[src/rtl/ch_trigger_stop.sv]
// ============================================================================
// Module   : ch_trigger_stop (with types_pkg)
// Purpose  : Per-channel trigger acceptance, post-trigger delay and stop-address capture.
// Revision : 1.0 - initial release
// ============================================================================
`default_nettype none

package types_pkg;
    typedef enum logic [2:0] {
        STATE_STOPPED  = 3'd0,
        STATE_INIT     = 3'd1,
        STATE_SAMPLING = 3'd2,
        STATE_READOUT  = 3'd3,
        STATE_CALIB    = 3'd4
    } state_t;
endpackage

module ch_trigger_stop
    import types_pkg::*;
(
    input  logic        FCLK,
    input  logic        RST,
    input  logic        trigger,
    input  logic        INST_START,
    input  state_t      current_state,
    input  logic [9:0]  CE,
    input  logic [7:0]  POST_TRIG_DELAY,
    input  logic        TRIG_CLEAR,
    output logic        TRIG_STOP,
    output logic [9:0]  STOP_ADDR,
    output logic        TRIG_VALID,
    output logic        TRIG_MISSED
);

    localparam logic [1:0] S_IDLE  = 2'd0;
    localparam logic [1:0] S_ARMED = 2'd1;
    localparam logic [1:0] S_DELAY = 2'd2;
    localparam logic [1:0] S_HELD  = 2'd3;

    logic [1:0] r_state;
    logic       r_sync1;
    logic       r_sync2;
    logic       r_sync3;
    logic [7:0] r_cnt;
    logic       r_stop;
    logic       r_valid;
    logic       r_missed;
    logic [9:0] r_stop_addr;

    logic       w_active;
    logic       w_edge;

    assign w_active = !(current_state inside {STATE_STOPPED, STATE_INIT, STATE_READOUT});
    // Rising edge seen on the synchronised trigger; a held-high level yields one edge.
    assign w_edge   = r_sync2 & ~r_sync3;

    always_ff @(posedge FCLK) begin
        if (RST) begin
            r_state     <= S_IDLE;
            r_sync1     <= 1'b0;
            r_sync2     <= 1'b0;
            r_sync3     <= 1'b0;
            r_cnt       <= 8'd0;
            r_stop      <= 1'b0;
            r_valid     <= 1'b0;
            r_missed    <= 1'b0;
            r_stop_addr <= 10'h000;
        end else begin
            r_sync1 <= trigger;
            r_sync2 <= r_sync1;
            r_sync3 <= r_sync2;

            case (r_state)
                S_IDLE: begin
                    if (INST_START && w_active) begin
                        r_state  <= S_ARMED;
                        r_missed <= 1'b0;
                    end
                end
                S_ARMED: begin
                    if (!w_active) begin
                        r_state <= S_IDLE;
                    end else if (w_edge) begin
                        r_state <= S_DELAY;
                        r_cnt   <= POST_TRIG_DELAY;
                    end
                end
                S_DELAY: begin
                    if (w_edge) begin
                        r_missed <= 1'b1;
                    end
                    if (!w_active) begin
                        r_state <= S_IDLE;
                        r_stop  <= 1'b0;
                        r_valid <= 1'b0;
                    end else if (r_cnt == 8'd0) begin
                        r_state     <= S_HELD;
                        r_stop      <= 1'b1;
                        r_valid     <= 1'b1;
                        r_stop_addr <= CE;
                    end else begin
                        r_cnt <= r_cnt - 8'd1;
                    end
                end
                S_HELD: begin
                    if (w_edge) begin
                        r_missed <= 1'b1;
                    end
                    // STOP_ADDR is deliberately kept so readout can still use it after re-arm.
                    if (TRIG_CLEAR || current_state == STATE_INIT) begin
                        r_state <= S_IDLE;
                        r_stop  <= 1'b0;
                        r_valid <= 1'b0;
                    end
                end
                default: begin
                    r_state <= S_IDLE;
                end
            endcase
        end
    end

    assign TRIG_STOP   = r_stop;
    assign TRIG_VALID  = r_valid;
    assign TRIG_MISSED = r_missed;
    assign STOP_ADDR   = r_stop_addr;

endmodule

`default_nettype wire

[config.mk]
export PLATFORM = sky130hd
export DESIGN_NAME = ch_trigger_stop
export DESIGN_NICKNAME = d
export VERILOG_FILES = /design/src/rtl/ch_trigger_stop.sv
export SDC_FILE = /design/constraint.sdc
export NUM_CORES = 1
export LEC_CHECK = 0
export ABC_CLOCK_PERIOD_IN_PS = 4500
export CAP_MARGIN = 10
export CORE_MARGIN = 8
export CORE_UTILIZATION = 50
export DETAILED_ROUTE_END_ITERATION = 8
export PLACE_DENSITY = 0.87
export SKIP_LAST_GASP = 1
export SLEW_MARGIN = 20
export SYNTH_ARGS = -nofsm -noshare
export SYNTH_HDL_FRONTEND = slang
export SYNTH_SLANG_ARGS = --single-unit
[constraint.sdc]
create_clock -name FCLK -period 4.5 [get_ports FCLK]
set_input_delay 0.9 -clock FCLK [delete_from_list [all_inputs] [get_ports FCLK]]
set_output_delay 0.9 -clock FCLK [all_outputs]
set_load 0.005 [all_outputs]
==> metrics.cfg, run 1 <==
[status]
status = finished clean

[pwr]
pwr-share-comb_pct = 32.5
p_total_w = 0.000528
swShare_pct = 32.1
p_seq_share_pct = 47.8
leakage_nw = 0.716
ir_worst_vdd_mv = 0.213
clock_power_share_pct = 19.7
power_density_nw_per_um2 = 302
switchingPower_w = 0.000170
internal_power_w = 0.000359

[drt]
dr_total_vias = 1160
firstDrtPassIters = 4
first_iter_violations = 66
drc_errors = 0
avgViaCountPerCell = 5.45
wire_per_inst_um = 14.0
totalWireLength_mm = 2.99
antenna_left = 0

[timing]
slew_headroom_pct = 36.8
slew_violations = 0
setup_slack_ns = 1.93
fin_tns_setup_ns = 0
hold_viol_final = 0
rsz0062_at_grt = no
worst_clock_skew_ns = 0.0122
setup_viol = 0
worst_pin_slew_ns = 0.945
fin_crit_sh_pct = 57.1
period_minus_slack_ns = 2.57
fmax_mhz = 389

[clocking]
clock_latency_ns = 0.32
htree_num_levels = 1
post_cts_buffers = 0
cts_tree = built
clkTransAtPathRegs_ns = 0.15
cts.sinks = 25
cts-buffers-inserted = 3
cts_buffer_depth = 2
cts_resized = 0
ctsHoldBuffers = 0
cts_root_buffer = clkbuf_4

[setup_path]
cp-endpoint = r_cnt[0]
endpoint_kind = flip-flop
timing.rr.end = r_cnt[0]
cp_max_fo = 24
reg2reg_slack_ns = 1.93
r2r_cells = 6
timing.rr.start = r_state[0]
startpoint_type = flip-flop
arrival_ns = 2.80
critical_path_class = reg2reg
cp.required_ns = 4.74
cp-startpoint = r_state[0]

[place]
dp_slack_ns = 1.69
port_buffers = 38
gp_congestion = 0.821
hpwlAfterDp_mm = 2.29
placed_cell_area_um2 = 1720

[floorplanning]
start_util_pct = 50.6
die_y_um = 67.9
die_w_um = 67.9
io_pins = 39
die_area_um2 = 4610
fp-row-count = 19
core_um2 = 2660

[yosys]
ys.warnings.count = 0
synth-compound-area-share_pct = 19.1
synth_enable_flop_cells = 0
ys_ff_latch = 25
synth_top_family_by_area = simple AND/OR/NAND/NOR gates
ys_async_sr_fraction_pct = 0
ys_types = 42
synth_mux_area_share_pct = 11.2
netlist_instances = 148
synth_most_common_cell = dfxtp_1
synth_fa_ha_area_share_pct = 6.51
dominantRegCellSynth = dfxtp_1
synthTopCellsByArea = dfxtp_1 37%, mux2i_1 10%, ha_1 6.5%
synth_top_cell_by_area = dfxtp_1
netlist_area_um2 = 1350
syn-num-nets = 181
synth-xor-area-share_pct = 0.651
synthSimpleGateAreaFrac_pct = 19.3
synth_commonest_cells = 25 x dfxtp_1, 18 x nor2_1, 14 x mux2i_1
syn-mean-instance-area_um2 = 9.10
synth_top_cell_area_share_pct = 37.2
seq_area_frac_synth_pct = 37.2

[grt]
grt_pass1_wl_mm = 4.96
gr-usage-all-layers_pct = 13.7
gr-total-overflow = 0
grt_max_degree = 28
grt_pass1_vias = 1199
antenna_found_initial = 0

[final_layout]
area_growth_pct = 29.9
fin_area_um2 = 1750
seqCellArea_um2 = 500
multiInputGateArea_um2 = 766
diodes = 0
layout-drive-gt1-share_pct = 8.79
nets = 216
num-fill-cells = 232
post-route-util_pct = 65.7

[run]
cap_violations = 0

[worst_hold_path]
hp-class = reg2reg
hp-start = r_sync1

==> power by group through the flow <==
stage,clock network (W),logic (W),registers (W)
floorplan,0,0.000129,0.000254
global placement,0,0.000166,0.000256
detailed placement,0,0.000172,0.000258
CTS,0.000109,0.000173,0.000252
global route,0.000114,0.000189,0.000256
finish,0.000104,0.000172,0.000253
==> per-stage QoR <==
step                cells  hold WS [ns]
floorplan             148         0.414
global placement      209         0.426
detailed placement    209         0.440
CTS                   213         0.469
global route          213         0.475
finish                213         0.465
==> cell usage in the layout (no fill, tap or decap), types with 3 or more instances in the layout <==
cell	instances
a21oi_1	9
clkbuf_4	3
clkdlybuf4s50_1	38
dfxtp_1	25
ha_1	7
inv_1	9
mux2i_1	14
nand2_1	3
nand2b_1	4
nor2_1	18
nor2b_1	8
nor3_1	3
o21ai_0	3
o21ai_1	5
or2_2	3
==> flip-flops by register name (all words and copies together) (netlist names) <==
register,flops
r_sync2,1
STOP_ADDR,10
r_cnt,8
r_state,2
r_sync1,1
TRIG_MISSED,1
r_sync3,1
TRIG_VALID,1
==> metal layers <==
metal / global-route usage [%] / vias up / routed length, um
met5: 0 / - / 0
met1: 15.1 / 525 / 1290
met4: 5.37 / 0 / 36
li1: - / 592 / -
met3: 6.38 / 4 / 353
met2: 22.5 / 39 / 1310
==> logic make-up (layout without fill, tap and decap cells) <==
logic type | count (synthesis) | after routing
and+or+nand+nor | 47 | 47
AOI/OAI and AO/OA | 36 | 36
DFF | 25 | 25
buffers and inverters | 17 | 51
muxes | 15 | 15
adders and majority gates | 7 | 7
xor gates and xnor gates | 1 | 1
==> critical path, cell delays in order, from the launching register on <==
cell	delay [ns]
dfxtp_1	0.44
inv_1	0.11
ha_1	0.52
o211a_1	0.34
a2111o_2	0.54
or3_1	0.39
a21oi_1	0.13
==> area by class of cell <==
cell class                      instances  area share (%)
Multi-Input combinational cell        106            43.8
Sequential cell                        25            28.6
Timing Repair Buffer                   38            21.7
Tap cell                               31            2.22
Inverter                                9            1.93
Clock buffer                            3            1.29
Clock inverter                          1           0.429
==> worst min path at each step <==
stage	end	slack, ns	cells after the start
CTS	r_sync2	0.47	1
global placement	r_sync2	0.43	1
global route	r_sync2	0.47	1
finish	r_sync2	0.47	1
detailed placement	r_sync2	0.44	1
floorplan	r_sync2	0.41	1
Power figures use the tool's default switching activity.
==> run 2, diff against run 1 <==
--- a/config.mk
+++ b/config.mk
@@ -5,12 +5,12 @@
 export SDC_FILE = /design/constraint.sdc
 export NUM_CORES = 1
 export LEC_CHECK = 0
-export ABC_CLOCK_PERIOD_IN_PS = 4500
+export ABC_CLOCK_PERIOD_IN_PS = 2300
 export CAP_MARGIN = 10
 export CORE_MARGIN = 8
-export CORE_UTILIZATION = 50
+export CORE_UTILIZATION = 42
 export DETAILED_ROUTE_END_ITERATION = 8
-export PLACE_DENSITY = 0.87
+export PLACE_DENSITY = 0.78
 export SKIP_LAST_GASP = 1
 export SLEW_MARGIN = 20
 export SYNTH_ARGS = -nofsm -noshare
==> constraint.sdc (replaced) <==
create_clock -name FCLK -period 2.3 [get_ports FCLK]
set_input_delay 0.46 -clock FCLK [delete_from_list [all_inputs] [get_ports FCLK]]
set_output_delay 0.46 -clock FCLK [all_outputs]
set_load 0.005 [all_outputs]
==> run 2 against run 1 <==
Compared with the run above:
- first-iteration DRC count is 4.5% lower
- final area is 2.9% higher
- clock skew is 0.0098 ns lower
- core utilization is 6.8 points lower
- wire length is 8.1% higher
- combinational power is 100% higher
- cell count is 8.5% higher
- critical endpoint is now r_cnt[5]
- worst setup slack worse by 1.8 ns
- sequential power is 95% higher
- worst hold slack worse by 0.013 ns
- largest cell class unchanged
- critical path type unchanged
==> metrics.cfg, run 2 (same netlist as run 1, synthesis figures left out) <==
[status]
status = finished clean

[setup_path]
cp.required_ns = 2.55
startpoint_type = flip-flop
endpoint_kind = flip-flop
critical_path_class = reg2reg
timing.rr.start = r_cnt[4]
cp_max_fo = 14
arrival_ns = 2.38
cp-startpoint = r_cnt[4]

[worst_hold_path]
hp-class = reg2reg
hp-start = r_sync1

[final_layout]
final_cell_mix = 38 x clkdlybuf4s50_1, 25 x dfxtp_1, 18 x nor2_1, 14 x mux2i_1
num-fill-cells = 287
layout-drive-gt1-share_pct = 10.7
final_common_cell = clkdlybuf4s50_1
largest_register_ffs = 10
nets = 221
diodes = 0
fin_area_um2 = 1800
area_growth_pct = 33.6

[drt]
firstDrtPassIters = 4
avgViaCountPerCell = 5.17
drc_errors = 0
dr_total_vias = 1194
wire_per_inst_um = 14.0
first_iter_violations = 63
totalWireLength_mm = 3.23
antenna_left = 0

[grt]
gr-total-overflow = 0
grt_max_degree = 23
antenna_found_initial = 0
grt_pass1_vias = 1251
grt_pass1_wl_mm = 5.45
gr-usage-all-layers_pct = 12.7

[floorplanning]
start_util_pct = 44.1
die_area_um2 = 5270
core_um2 = 3050
die_w_um = 72.6
die_y_um = 72.6
io_pins = 39
fp-row-count = 20

[timing]
fin_crit_sh_pct = 92.7
slew_headroom_pct = 70.6
worst_pin_slew_ns = 0.430
hold_viol_final = 0
rsz0062_at_grt = no
fmax_mhz = 469
period_minus_slack_ns = 2.13
slew_violations = 0
setup_viol = 0
holdWs_ns = 0.452
worst_clock_skew_ns = 0.00245

[clocking]
cts_tree = built
cts.sinks = 25
clkTransAtPathRegs_ns = 0.13
ctsHoldBuffers = 0
post_cts_buffers = 0
clock_latency_ns = 0.31
htree_num_levels = 1
cts_buffer_depth = 2
cts_resized = 0
cts-buffers-inserted = 3
cts_root_buffer = clkbuf_4

[pwr]
ir_worst_vdd_mv = 0.252
p_seq_share_pct = 47.7
power_density_nw_per_um2 = 576
clock_power_share_pct = 18.5
pwr-share-comb_pct = 33.9
switchingPower_w = 0.000327
swShare_pct = 31.5
internal_power_w = 0.000710
leakage_nw = 0.741

[place]
gp_congestion = 0.915
port_buffers = 38
hpwlAfterDp_mm = 2.52
placed_cell_area_um2 = 1770

[run]
cap_violations = 0

-- run 2: area by class of cell --
type / instances / area (um2) / share of cell area [%]
Multi-Input combinational cell: 106 / 766 / 42.6
Sequential cell: 25 / 500 / 27.8
Timing Repair Buffer: 43 / 418 / 23.2
Tap cell: 44 / 55.1 / 3.06
Inverter: 9 / 33.8 / 1.88
Clock buffer: 4 / 26.3 / 1.46
-- run 2: worst paths after layout --
check	endpoint	slack (ns)	cells past startpoint
worst min register to register	r_sync2	0.45	1
worst min-delay path	r_sync2	0.45	1
worst max register to register	r_cnt[5]	0.17	6
worst max-delay path	r_cnt[5]	0.17	6
-- run 2: routing by layer --
metal,part of all wire [%],global-route usage (%),vias up
li1,-,-,601
met1,44,13.0,547
met2,44,22.2,42
met3,11,6.18,4
met4,0.84,4.00,0
met5,0,0,-
-- run 2: through the flow --
step	power (W)	TNS, ns	utilization, %	setup slack, ns	std cells
after CTS	0.00105	0	58.9	0.155	231
final	0.00104	0	58.9	0.168	231
after global placement	0.000839	0	58.1	0.0185	227
after detailed placement	0.000854	-0.0291	58.1	-0.0201	227
after floorplan	0.000749	0	-	0.399	148
after global routing	0.00111	0	58.9	0.0414	231
-- run 2: critical path: stages, from the launching register on --
cell and delay, ns:
dfxtp_1 0.37, or4_4 0.58, nor4b_4 0.41, a2111o_2 0.37, buf_4 0.17, nand2_1 0.05, a21oi_1 0.13
-- run 2: power by group through the flow --
| stage | logic, W | clock network (W) | registers (W) |
|---|---|---|---|
| 3_5_place_dp | 0.000350 | 0 | 0.000504 |
| 5_1_grt | 0.000393 | 0.000222 | 0.000499 |
| 4_1_cts | 0.000353 | 0.000206 | 0.000494 |
| 6_report | 0.000351 | 0.000192 | 0.000494 |
| 3_3_place_gp | 0.000338 | 0 | 0.000501 |
| 2_1_floorplan | 0.000251 | 0 | 0.000497 |
